<file path="src/rtl/dbg_trace_pkg.sv">
// Shared trace record layout for the debug trace arbiter and its per-hart FIFOs.
// Field order is fixed by the monitor: fetch_ack at the MSB, write-back data at the LSBs.
package dbg_trace_pkg;

    localparam int TRACE_REC_W   = 103;

    localparam int WRDATA_LSB    = 0;
    localparam int WRDATA_W      = 64;
    localparam int WRADDR_LSB    = 64;
    localparam int WRADDR_W      = 5;
    localparam int WREN_BIT      = 69;
    localparam int FETCH_ADDR_LSB = 70;
    localparam int FETCH_ADDR_W  = 32;
    localparam int FETCH_ACK_BIT = 102;

    typedef struct packed {
        logic        fetch_ack;
        logic [31:0] fetch_addr;
        logic        reg_wren;
        logic [4:0]  reg_wraddr;
        logic [63:0] reg_wrdata;
    } trace_rec_t;

    function automatic trace_rec_t make_rec(
        input logic        fetch_ack,
        input logic [31:0] fetch_addr,
        input logic        reg_wren,
        input logic [4:0]  reg_wraddr,
        input logic [63:0] reg_wrdata
    );
        trace_rec_t rec;
        rec.fetch_ack  = fetch_ack;
        rec.fetch_addr = fetch_addr;
        rec.reg_wren   = reg_wren;
        rec.reg_wraddr = reg_wraddr;
        rec.reg_wrdata = reg_wrdata;
        return rec;
    endfunction

endpackage

</file>
<file path="src/rtl/dbg_trace_fifo.sv">
// Single-clock circular FIFO for one hart's trace records.
// A pop frees the slot that a push may reuse at the same edge, so a full FIFO still accepts.
module dbg_trace_fifo #(
    parameter int DEPTH = 4,
    parameter int WIDTH = 103
) (
    input  logic             clock,
    input  logic             reset,
    input  logic             push,
    input  logic             pop,
    input  logic [WIDTH-1:0] din,
    output logic [WIDTH-1:0] dout,
    output logic             full,
    output logic             empty
);

    localparam int PTR_W = $clog2(DEPTH);
    localparam logic [PTR_W:0]   FULL_COUNT = (PTR_W + 1)'(DEPTH);
    localparam logic [PTR_W:0]   COUNT_ZERO = {(PTR_W + 1){1'b0}};
    localparam logic [PTR_W:0]   COUNT_ONE  = (PTR_W + 1)'(1);
    localparam logic [PTR_W-1:0] PTR_ZERO   = {PTR_W{1'b0}};
    localparam logic [PTR_W-1:0] PTR_ONE    = PTR_W'(1);

    logic [WIDTH-1:0] mem_r [DEPTH];
    logic [PTR_W-1:0] rd_ptr_r;
    logic [PTR_W-1:0] wr_ptr_r;
    logic [PTR_W:0]   count_r;
    logic             do_push_s;
    logic             do_pop_s;

    assign empty     = (count_r == COUNT_ZERO);
    assign full      = (count_r == FULL_COUNT);
    assign do_pop_s  = pop & ~empty;
    assign do_push_s = push & (~full | do_pop_s);
    assign dout      = mem_r[rd_ptr_r];

    // Pointer and occupancy tracking; pointers wrap naturally, count decides full/empty
    always_ff @(posedge clock) begin
        if (reset) begin
            rd_ptr_r <= PTR_ZERO;
            wr_ptr_r <= PTR_ZERO;
            count_r  <= COUNT_ZERO;
        end else begin
            if (do_push_s) begin
                wr_ptr_r <= wr_ptr_r + PTR_ONE;
            end
            if (do_pop_s) begin
                rd_ptr_r <= rd_ptr_r + PTR_ONE;
            end
            case ({do_push_s, do_pop_s})
                2'b10:   count_r <= count_r + COUNT_ONE;
                2'b01:   count_r <= count_r - COUNT_ONE;
                default: count_r <= count_r;
            endcase
        end
    end

    // Storage array carries no reset; entry validity is tracked by count_r alone
    always_ff @(posedge clock) begin
        if (do_push_s) begin
            mem_r[wr_ptr_r] <= din;
        end
    end

endmodule

</file>
<file path="src/rtl/dbg_trace_arbiter.sv">
// Collects per-hart trace events into per-hart FIFOs and serialises them onto the monitor
// interface through a round-robin arbiter and a registered output stage. Cores never stall.
module dbg_trace_arbiter
    import dbg_trace_pkg::*;
#(
    parameter int N_HARTS = 2,
    parameter int DEPTH   = 4,
    parameter int CNT_W   = 16
) (
    input  logic                       clock,
    input  logic                       reset,
    input  logic [N_HARTS-1:0]         hart_valid,
    input  logic [N_HARTS-1:0]         hart_fetch_ack,
    input  logic [N_HARTS*32-1:0]      hart_fetch_addr,
    input  logic [N_HARTS-1:0]         hart_reg_wren,
    input  logic [N_HARTS*5-1:0]       hart_reg_wraddr,
    input  logic [N_HARTS*64-1:0]      hart_reg_wrdata,
    output logic                       dbg_valid,
    output logic                       dbg_hart_id,
    output logic                       dbg_inst_fetch_req,
    output logic                       dbg_inst_fetch_ack,
    output logic [31:0]                dbg_inst_fetch_addr,
    output logic                       dbg_reg_wren,
    output logic [4:0]                 dbg_reg_wraddr,
    output logic [63:0]                dbg_reg_wrdata,
    output logic [N_HARTS*CNT_W-1:0]   drop_cnt,
    output logic [N_HARTS-1:0]         overflow
);

    // The hart id is one bit wide, so the arbiter is built for two slots;
    // slots beyond N_HARTS look permanently empty.
    localparam int MAX_HARTS = 2;

    trace_rec_t             head_s [MAX_HARTS];
    logic [MAX_HARTS-1:0]   empty_s;
    logic [MAX_HARTS-1:0]   pop_s;
    logic                   grant_s;
    logic                   winner_s;
    logic                   rr_next_s;
    logic                   rr_ptr_r;
    logic                   out_valid_r;
    logic                   out_hart_r;
    trace_rec_t             out_rec_r;
    logic [TRACE_REC_W-1:0] out_flat_s;

    for (genvar h = 0; h < MAX_HARTS; h++) begin : g_hart
        if (h < N_HARTS) begin : g_live
            trace_rec_t             rec_in_s;
            logic [TRACE_REC_W-1:0] head_flat_s;
            logic                   full_s;
            logic                   drop_s;
            logic [CNT_W-1:0]       cnt_r;
            logic                   ovf_r;

            assign rec_in_s = make_rec(hart_fetch_ack[h],
                                       hart_fetch_addr[h*32 +: 32],
                                       hart_reg_wren[h],
                                       hart_reg_wraddr[h*5 +: 5],
                                       hart_reg_wrdata[h*64 +: 64]);

            dbg_trace_fifo #(
                .DEPTH (DEPTH),
                .WIDTH (TRACE_REC_W)
            ) u_fifo (
                .clock (clock),
                .reset (reset),
                .push  (hart_valid[h]),
                .pop   (pop_s[h]),
                .din   (rec_in_s),
                .dout  (head_flat_s),
                .full  (full_s),
                .empty (empty_s[h])
            );

            assign head_s[h] = trace_rec_t'(head_flat_s);
            assign drop_s    = hart_valid[h] & full_s & ~pop_s[h];

            // Saturating drop counter and sticky overflow flag for this hart
            always_ff @(posedge clock) begin
                if (reset) begin
                    cnt_r <= {CNT_W{1'b0}};
                    ovf_r <= 1'b0;
                end else if (drop_s) begin
                    cnt_r <= (cnt_r == {CNT_W{1'b1}}) ? cnt_r : cnt_r + CNT_W'(1);
                    ovf_r <= 1'b1;
                end
            end

            assign drop_cnt[h*CNT_W +: CNT_W] = cnt_r;
            assign overflow[h]                = ovf_r;
        end else begin : g_absent
            assign empty_s[h] = 1'b1;
            assign head_s[h]  = trace_rec_t'({TRACE_REC_W{1'b0}});
        end
    end

    // Round-robin pick: the pointer's hart first, then the other slot
    always_comb begin
        grant_s  = 1'b0;
        winner_s = 1'b0;
        if (!empty_s[rr_ptr_r]) begin
            grant_s  = 1'b1;
            winner_s = rr_ptr_r;
        end else if (!empty_s[~rr_ptr_r]) begin
            grant_s  = 1'b1;
            winner_s = ~rr_ptr_r;
        end else begin
            grant_s  = 1'b0;
            winner_s = 1'b0;
        end
    end

    assign rr_next_s = (N_HARTS == 1) ? 1'b0 : ~winner_s;
    assign pop_s     = grant_s ? (MAX_HARTS'(1) << winner_s) : {MAX_HARTS{1'b0}};

    // Output stage: load the granted head record; data fields hold when idle
    always_ff @(posedge clock) begin
        if (reset) begin
            rr_ptr_r    <= 1'b0;
            out_valid_r <= 1'b0;
            out_hart_r  <= 1'b0;
            out_rec_r   <= trace_rec_t'({TRACE_REC_W{1'b0}});
        end else begin
            out_valid_r <= grant_s;
            if (grant_s) begin
                rr_ptr_r   <= rr_next_s;
                out_hart_r <= winner_s;
                out_rec_r  <= head_s[winner_s];
            end
        end
    end

    assign out_flat_s          = out_rec_r;
    assign dbg_valid           = out_valid_r;
    assign dbg_hart_id         = (N_HARTS == 1) ? 1'b0 : out_hart_r;
    assign dbg_inst_fetch_ack  = out_flat_s[FETCH_ACK_BIT];
    assign dbg_inst_fetch_req  = out_flat_s[FETCH_ACK_BIT];
    assign dbg_inst_fetch_addr = out_flat_s[FETCH_ADDR_LSB +: FETCH_ADDR_W];
    assign dbg_reg_wren        = out_flat_s[WREN_BIT];
    assign dbg_reg_wraddr      = out_flat_s[WRADDR_LSB +: WRADDR_W];
    assign dbg_reg_wrdata      = out_flat_s[WRDATA_LSB +: WRDATA_W];

endmodule

</file>
<file path="config.mk">
export PLATFORM = sky130hd
export DESIGN_NAME = dbg_trace_arbiter
export DESIGN_NICKNAME = d
export VERILOG_FILES = /design/src/rtl/dbg_trace_pkg.sv /design/src/rtl/dbg_trace_fifo.sv /design/src/rtl/dbg_trace_arbiter.sv
export SDC_FILE = /design/constraint.sdc
export NUM_CORES = 1
export LEC_CHECK = 0
export CAP_MARGIN = 25
export CORE_ASPECT_RATIO = 2
export CORE_MARGIN = 4
export CORE_UTILIZATION = 47
export DETAILED_ROUTE_END_ITERATION = 10
export PLACE_DENSITY = 0.67
export SETUP_SLACK_MARGIN = 0.05
export SYNTH_ARGS = -nofsm -noshare
export SYNTH_HDL_FRONTEND = slang
export SYNTH_HIERARCHICAL = 1
export SYNTH_SLANG_ARGS = --single-unit
export TNS_END_PERCENT = 20
</file>
<file path="constraint.sdc">
create_clock -name clock -period 7.75 [get_ports clock]
set_clock_uncertainty 0.1 [all_clocks]
set_input_delay 1.55 -clock clock [delete_from_list [all_inputs] [get_ports clock]]
set_output_delay 1.55 -clock clock [all_outputs]
set_load 0.02 [all_outputs]
</file>
==> load_flow_metrics.sql, run 1 <==
INSERT INTO impl_metrics (metric_group, metric, value, unit) VALUES
('global_routing', 'globalRouteOverflowTotal', '0', ''),
('place', 'gp_congestion', '0.772', ''),
('global_routing', 'grt_use_total', '21.2', '%'),
('worst_hold_path', 'min-delay-path-class', 'register to register', ''),
('global_routing', 'grt_antenna_before_repair', '15', ''),
('setup_path', 'timing.setup.critical_path_class', 'input port to register', ''),
('drt', 'drt-wirelength-per-cell', '26.4', 'um'),
('cts', 'holdBufCountCts', '0', ''),
('drt', 'dr.pass1.iters', '5', ''),
('setup_path', 'crit_chain', 'clkdlybuf4s50_1, a21boi_2, and2_4, buf_4', ''),
('sta', 'rsz0062_at_grt', 'no', ''),
('finish', 'drive_above_1_share', '17.4', '%'),
('setup_path', 'cpMaxStageDelayCell', 'sky130_fd_sc_hd__and2_4', ''),
('cts', 'postCtsSetupBuffers', '0', ''),
('global_routing', 'grt_pass1_vias', '19700', ''),
('finish', 'nets', '2442', ''),
('yosys', 'seq_area_frac_synth', '75.5', '%'),
('place', 'dp_hpwl', '55.3', 'mm'),
('yosys', 'synth_top_cells_by_area', 'sky130_fd_sc_hd__edfxtp_1 67%, sky130_fd_sc_hd__mux4_2 13%, sky130_fd_sc_hd__dfxtp_1 8.6%', ''),
('sta', 'setup_viol_count_final', '0', ''),
('finish', 'syn_to_final_growth', '19.2', '%'),
('cts', 'h_tree_lvl_count', '3', ''),
('yosys', 'synth.ff_latch_count', '982', ''),
('cts', 'ctsLongestPathBuffers', '3', ''),
('power', 'share_comb_of_total_power', '20.7', '%'),
('yosys', 'postSynthNetCount', '2079', ''),
('power', 'internal_power', '0.00987', 'W'),
('drt', 'route.detailed.drc', '0', ''),
('setup_path', 'critical_path_endpoint_category', 'register', ''),
('global_routing', 'grt_first_pass_wirelength', '130', 'mm'),
('setup_path', 'critical_path.max_stage_delay', '0.83', 'ns'),
('power', 'total_switching_power', '0.00370', 'W'),
('power', 'share_clk_of_total_power', '30.8', '%'),
('floorplanning', 'starting_density', '47.4', '%'),
('yosys', 'synth_enable_flop_cells', '824', ''),
('setup_path', 'cp_capture_point', 'g_hart[1].g_live.u_fifo/mem_r[1][50]', ''),
('floorplanning', 'die_h', '405', 'um'),
('yosys', 'netlist_instances', '1855', ''),
('yosys', 'async_flop_share', '0', '%'),
('cts', 'worst_setup_hold_path_clk_slew', '0.06', 'ns'),
('sta', 'finalMaxSlewViolations', '0', ''),
('setup_path', 'timing.critical_path.from_type', 'input port', ''),
('worst_hold_path', 'holdCritStartpoint', 'g_hart[0].g_live.ovf_r', ''),
('job', 'maxCapViolations', '0', ''),
('yosys', 'synth_top_area_cell', 'sky130_fd_sc_hd__edfxtp_1', ''),
('global_routing', 'grt_max_degree', '110', ''),
('yosys', 'yosys.area.top_type_share', '66.9', '%'),
('drt', 'routed_wirelength', '87.9', 'mm'),
('global_routing', 'globalRoute.busiestLayer', 'met2', ''),
('status', 'status', 'finished clean', ''),
('cts', 'worstSkewPairLatency', '0.65', 'ns'),
('drt', 'post_drt_via_cell_ratio', '5.59', ''),
('cts', 'tritoncts', 'yes', ''),
('place', 'buffer_ports.inserted', '349', ''),
('sta', 'timing.hold.ws', '0.350', 'ns'),
('drt', 'routed_antenna_nets', '0', ''),
('yosys', 'ys_dominant_reg_cell', 'sky130_fd_sc_hd__edfxtp_1', ''),
('power', 'ir_worst_vdd', '261', 'uV'),
('floorplanning', 'std_cell_rows', '145', ''),
('setup_path', 'r2r-end', 'g_hart[0].g_live.u_fifo/mem_r[3][88]', ''),
('sta', 'hold_viol_final', '0', ''),
('setup_path', 'crit_path_cell_count', '4', ''),
('yosys', 'post_synth_num_cell_types', '53', ''),
('setup_path', 'reg2reg_depth', '7', ''),
('cts', 'post_cts_resized', '0', ''),
('global_routing', 'met1_usage', '26.6', '%'),
('setup_path', 'cp_num_buf_inv', '2', ''),
('sta', 'slew_headroom', '33.5', '%'),
('yosys', 'syn_avg_cell_area', '19.9', 'sq um'),
('sta', 'timing.final.crit_share', '52.0', '%'),
('drt', 'first_iter_violations', '1402', '');
placed cells by master (no fill, tap or decap), types with 13 or more instances in the layout:
cell / instances
sky130_fd_sc_hd__o21ai_0: 109
sky130_fd_sc_hd__mux2_2: 14
sky130_fd_sc_hd__nor2_1: 32
sky130_fd_sc_hd__clkbuf_16: 89
sky130_fd_sc_hd__mux2i_1: 107
sky130_fd_sc_hd__a21oi_1: 22
sky130_fd_sc_hd__clkinv_2: 19
sky130_fd_sc_hd__dfxtp_1: 154
sky130_fd_sc_hd__clkdlybuf4s50_1: 348
sky130_fd_sc_hd__mux4_2: 206
sky130_fd_sc_hd__buf_4: 18
sky130_fd_sc_hd__nor2b_1: 13
sky130_fd_sc_hd__edfxtp_1: 824
sky130_fd_sc_hd__clkbuf_1: 21
sky130_fd_sc_hd__nand2_1: 121
sky130_fd_sc_hd__inv_1: 25
cells by family after synthesis:
kind of cell,after synthesis,synth area share (%)
muxes,327,15.9
xor gates and xnor gates,6,0.142
and+or+nand+nor,242,3.22
adders and majority gates,14,0.514
DFF,982,75.5
AOI/OAI and AO/OA,165,2.55
buffers and inverters,119,2.22
how the worst min path moves through the flow:
stage / cells after the start / slack, ns / to
4_1_cts: 2 / 0.35 / g_hart[0].g_live.ovf_r
6_report: 2 / 0.35 / g_hart[0].g_live.ovf_r
5_1_grt: 2 / 0.38 / dbg_reg_wrdata[57]
3_5_place_dp: 2 / 0.34 / dbg_reg_wrdata[20]
3_3_place_gp: 2 / 0.34 / dbg_reg_wrdata[58]
2_1_floorplan: 2 / 0.33 / g_hart[0].g_live.ovf_r
state kept, by name (all words and copies together), names as in the netlist, named ones only:
register	cells
g_hart.g_live.u_fifo/rd_ptr_r	4
dbg_reg_wraddr	5
g_hart.g_live.ovf_r	2
dbg_inst_fetch_addr	32
dbg_hart_id	1
dbg_reg_wrdata	64
dbg_reg_wren	1
dbg_inst_fetch_ack	1
g_hart.g_live.cnt_r	32
rr_ptr_r	1
dbg_valid	1
g_hart.g_live.u_fifo/count_r	6
g_hart.g_live.u_fifo/mem_r	824
g_hart.g_live.u_fifo/wr_ptr_r	4
layout make-up:
type,count,area [sq um]
Clock buffer,119,2430
Sequential cell,982,27900
Inverter,25,93.8
Multi-Input combinational cell,754,8280
Fill cell,5975,34000
Tap cell,1029,1290
Antenna cell,10,25.0
Timing Repair Buffer,371,3720
Clock inverter,37,303
metrics by stage:
step	power, W	instances	setup WS, ns	area [sq um]	utilization, %
after floorplan	0.00844	1855	2.95	37000	-
after global placement	0.00948	3158	3.10	41200	52.8
after detailed placement	0.00956	3159	3.01	41300	52.9
after CTS	0.0137	3315	3.71	44000	56.4
after global routing	0.0142	3320	3.46	44000	56.5
final	0.0136	3327	3.72	44100	56.5
cells in the mapped netlist (3+ instances only):
library cell,n
sky130_fd_sc_hd__o21ai_0,109
sky130_fd_sc_hd__and3_1,3
sky130_fd_sc_hd__mux4_2,206
sky130_fd_sc_hd__xor2_1,6
sky130_fd_sc_hd__a21oi_1,22
sky130_fd_sc_hd__o41ai_1,5
sky130_fd_sc_hd__edfxtp_1,824
sky130_fd_sc_hd__nor3_1,6
sky130_fd_sc_hd__and2_1,8
sky130_fd_sc_hd__nand2b_1,4
sky130_fd_sc_hd__buf_12,16
sky130_fd_sc_hd__buf_4,16
sky130_fd_sc_hd__or3_1,7
sky130_fd_sc_hd__buf_1,10
sky130_fd_sc_hd__buf_2,26
sky130_fd_sc_hd__dfxtp_1,158
sky130_fd_sc_hd__inv_1,25
sky130_fd_sc_hd__buf_6,3
sky130_fd_sc_hd__mux2i_1,107
sky130_fd_sc_hd__o31ai_1,9
sky130_fd_sc_hd__or4_1,8
sky130_fd_sc_hd__and4_1,4
sky130_fd_sc_hd__nand4_1,9
sky130_fd_sc_hd__nor2b_1,13
sky130_fd_sc_hd__nor2_1,33
sky130_fd_sc_hd__a211oi_1,4
sky130_fd_sc_hd__nor4_1,6
sky130_fd_sc_hd__ha_1,12
sky130_fd_sc_hd__o311ai_0,4
sky130_fd_sc_hd__mux2_2,14
sky130_fd_sc_hd__clkbuf_1,23
sky130_fd_sc_hd__nand2_1,122
sky130_fd_sc_hd__nand3_1,7
power by group through the flow:
stage / Clock [W] / Combinational (W) / Sequential [W]
4_1_cts: 0.00427 / 0.00287 / 0.00660
5_1_grt: 0.00450 / 0.00302 / 0.00664
2_1_floorplan: 0 / 0.00161 / 0.00682
6_report: 0.00417 / 0.00281 / 0.00659
3_3_place_gp: 0 / 0.00280 / 0.00668
3_5_place_dp: 0 / 0.00285 / 0.00671
worst register-to-register path, stage by stage (launching register included):
cell and delay [ns]:
sky130_fd_sc_hd__dfxtp_1 0.37, sky130_fd_sc_hd__nor3_1 0.44, sky130_fd_sc_hd__and2b_1 0.31, sky130_fd_sc_hd__nor2_1 0.20, sky130_fd_sc_hd__inv_1 0.08, sky130_fd_sc_hd__a21boi_2 0.32, sky130_fd_sc_hd__and2_4 0.86, sky130_fd_sc_hd__buf_4 0.80
layer usage:
metal	vias up	share of wire [%]
met1	9674	38
met4	8	2.4
met3	107	6.9
met5	-	0.061
li1	8176	-
met2	633	52
Power figures use the tool's default switching activity.
==> inputs of run 2 (changes only) <==
--- a/config.mk
+++ b/config.mk
@@ -10,7 +10,7 @@
 export CORE_MARGIN = 4
 export CORE_UTILIZATION = 47
 export DETAILED_ROUTE_END_ITERATION = 10
-export PLACE_DENSITY = 0.67
+export PLACE_DENSITY = 0.69
 export SETUP_SLACK_MARGIN = 0.05
 export SYNTH_ARGS = -nofsm -noshare
 export SYNTH_HDL_FRONTEND = slang
==> constraint.sdc (replaced) <==
create_clock -name clock -period 3.25 [get_ports clock]
set_clock_uncertainty 0.1 [all_clocks]
set_input_delay 0.65 -clock clock [delete_from_list [all_inputs] [get_ports clock]]
set_output_delay 0.65 -clock clock [all_outputs]
set_load 0.02 [all_outputs]
==> run 2 against run 1 <==
Net effect: sequential share of layout area decreased by 0.92 points; critical path depth increased by 8; register-to-register slack got worse by 3.4 ns; final area increased by 1.5%; global-route usage decreased by 0.62 points; critical path type is now register to register; largest power group unchanged.
==> load_flow_metrics.sql, run 2 (synthesis results as in run 1) <==
INSERT INTO impl_metrics (metric_group, metric, value, unit) VALUES
('status', 'status', 'finished clean', ''),
('setup_path', 'crit_chain', 'nor3_2, and2b_1, nor2_1, inv_1, a21boi_4, inv_1, ha_1, inv_1, fa_1, xor2_1, or3_1, a21oi_1', ''),
('setup_path', 'timing.critical_path.fanout_max', '7', ''),
('sta', 'timing.final.crit_share', '89.2', '%'),
('finish', 'post_layout_nonfiller_instances', '3363', ''),
('sta', 'setup_viol_count_final', '0', ''),
('finish', 'syn_to_final_growth', '20.9', '%'),
('cts', 'clk_root_buffer_cell', 'sky130_fd_sc_hd__clkbuf_16', ''),
('floorplanning', 'floorplan.die_area', '83500', 'sq um'),
('power', 'p_leak', '14.7', 'nW'),
('setup_path', 'critical_path_endpoint_category', 'register', ''),
('finish', 'drive_above_1_share', '18.6', '%'),
('drt', 'first_iter_violations', '1336', ''),
('sta', 'slew_headroom', '31.1', '%'),
('power', 'post-layout-total-power', '0.0326', 'W'),
('setup_path', 'arrival', '3.37', 'ns'),
('drt', 'routed_antenna_nets', '0', ''),
('drt', 'vias', '18700', ''),
('finish', 'final_design_utilization', '57.3', '%'),
('setup_path', 'critPathRequiredTime', '3.73', 'ns'),
('setup_path', 'cp_num_buf_inv', '3', ''),
('cts', 'worst_setup_hold_path_clk_slew', '0.07', 'ns'),
('cts', 'cts.sink_count', '982', ''),
('drt', 'post_drt_via_cell_ratio', '5.57', ''),
('cts', 'worstSkewPairLatency', '0.65', 'ns'),
('floorplanning', 'top_level_ports', '350', ''),
('finish', 'largest_register_ff_count', '824', ''),
('sta', 'timing.hold.ws', '0.323', 'ns'),
('sta', 'finalMaxSlewViolations', '0', ''),
('finish', 'top_library_cells_by_usage_in_the_layout_fill_and_taps_aside', '824 x sky130_fd_sc_hd__edfxtp_1, 348 x sky130_fd_sc_hd__clkdlybuf4s50_1, 206 x sky130_fd_sc_hd__mux4_2, 154 x sky130_fd_sc_hd__dfxtp_1, 121 x sky130_fd_sc_hd__nand2_1', ''),
('floorplanning', 'starting_density', '47.4', '%'),
('power', 'ir_worst_vdd', '940', 'uV'),
('cts', 'tritoncts', 'yes', ''),
('place', 'dpl.cell_count', '3193', ''),
('sta', 'rsz0062_at_grt', 'no', ''),
('cts', 'cts_made_buffers', '83', ''),
('worst_hold_path', 'min-delay-path-class', 'input port to register', ''),
('floorplanning', 'std_cell_rows', '145', ''),
('drt', 'route.detailed.drc', '0', ''),
('setup_path', 'worst_path_most_repeated_cell', 'sky130_fd_sc_hd__inv_1', ''),
('setup_path', 'timing.setup.critical_path_class', 'register to register', ''),
('drt', 'dr.pass1.iters', '7', ''),
('global_routing', 'grt_max_degree', '104', ''),
('sta', 'timing.fmax', '0.345', 'GHz'),
('global_routing', 'globalRouteOverflowTotal', '0', ''),
('cts', 'ctsLongestPathBuffers', '3', ''),
('cts', 'holdBufCountCts', '0', ''),
('sta', 'final.min_clock_period', '2.90', 'ns'),
('finish', 'largest_register', 'g_hart.g_live.u_fifo/mem_r', ''),
('job', 'maxCapViolations', '0', ''),
('place', 'buffer_ports.inserted', '349', ''),
('global_routing', 'grt_antenna_before_repair', '33', ''),
('floorplanning', 'die_h', '405', 'um'),
('place', 'dp_hpwl', '56.2', 'mm'),
('floorplanning', 'core', '78000', 'sq um'),
('global_routing', 'grt_first_pass_wirelength', '127', 'mm'),
('sta', 'hold_viol_final', '0', ''),
('setup_path', 'cpMaxStageDelayCell', 'sky130_fd_sc_hd__dfxtp_1', ''),
('sta', 'worst-slew-pin-transition', '1.03', 'ns'),
('finish', 'most_common_library_cell_in_the_layout_ignoring_fill_and_taps', 'sky130_fd_sc_hd__edfxtp_1', ''),
('setup_path', 'critical_path.max_stage_delay', '0.36', 'ns'),
('global_routing', 'grt_pass1_vias', '20100', ''),
('drt', 'routed_wirelength', '85.5', 'mm'),
('drt', 'drt-wirelength-per-cell', '25.4', 'um'),
('cts', 'h_tree_lvl_count', '3', ''),
('floorplanning', 'die_width', '206', 'um'),
('global_routing', 'grt_use_total', '20.6', '%'),
('place', 'gp_congestion', '0.797', ''),
('setup_path', 'critPathTopFamily', 'simple AND/OR/NAND/NOR gates', ''),
('sta', 'setup_tns', '0', 'ns'),
('finish', 'nets', '2473', ''),
('setup_path', 'timing.critical_path.from_type', 'register', ''),
('power', 'power_density', '729', 'nW/um^2');
[run 2: cell types whose count changed in the layout (fill, tap and decap cells not counted), moves of 2 or more]
cell	previous run	this run
sky130_fd_sc_hd__bufinv_16	4	7
sky130_fd_sc_hd__buf_16	2	0
sky130_fd_sc_hd__clkbuf_16	89	86
sky130_fd_sc_hd__clkinv_2	19	13
sky130_fd_sc_hd__clkbuf_8	9	5
sky130_fd_sc_hd__diode_2	10	15
sky130_fd_sc_hd__inv_6	1	7
sky130_fd_sc_hd__buf_12	2	35
[run 2: final timing paths]
check / startpoint / endpoint / slack (ns) / depth (start not counted)
worst max-delay path: g_hart[1].g_live.u_fifo/count_r[1] / g_hart[0].g_live.u_fifo/count_r[2] / 0.35 / 12
worst min-delay path: reset / g_hart[0].g_live.u_fifo/rd_ptr_r[0] / 0.32 / 2
worst max register to register: g_hart[1].g_live.u_fifo/count_r[1] / g_hart[0].g_live.u_fifo/count_r[2] / 0.35 / 12
worst min register to register: g_hart[1].g_live.ovf_r / g_hart[1].g_live.ovf_r / 0.35 / 2
[run 2: timing repair]
action,CTS,global route
gates resized for setup,0,2
setup buffers,0,0
endpoints found under the setup margin,0,65
[run 2: through the flow]
step,setup slack (ns),area [sq um]
6_report,0.351,44700
5_1_grt,0.127,44700
4_1_cts,0.142,44700
3_5_place_dp,0.196,41900
3_3_place_gp,0.336,41900
2_1_floorplan,-0.345,37000
[run 2: per-layer routing]
| metal | wire (um) | vias up | GRT usage (%) |
|---|---|---|---|
| met2 | 44700 | 586 | 35.6 |
| met5 | 217 | - | 0 |
| met1 | 32600 | 9721 | 25.3 |
| li1 | - | 8271 | - |
| met3 | 6240 | 133 | 5.90 |
| met4 | 1700 | 32 | 5.92 |
[run 2: layout make-up]
type | instances | area (sq um)
timing repair buffer | 403 | 4330
multi-input combinational | 754 | 8290
clock inverter | 42 | 439
fill | 5873 | 33300
tap | 1029 | 1290
clock buffer | 113 | 2300
sequential | 982 | 27900
inverter | 25 | 93.8
antenna | 15 | 37.5
[run 2: report_power, final]
part / switching [W] / internal (W)
registers: 0.000582 / 0.0151
clock network: 0.00446 / 0.00559
logic: 0.00383 / 0.00306
total: 0.00887 / 0.0237
==> inputs of run 3 (changes only) <==
--- a/config.mk
+++ b/config.mk
@@ -10,6 +10,7 @@
 export CORE_MARGIN = 4
 export CORE_UTILIZATION = 47
 export DETAILED_ROUTE_END_ITERATION = 10
+export HOLD_SLACK_MARGIN = 0.05
 export PLACE_DENSITY = 0.69
 export SETUP_SLACK_MARGIN = 0.05
 export SYNTH_ARGS = -nofsm -noshare
==> results of run 3 <==
The final DEF is identical to that of run 2; final timing and power are the same.
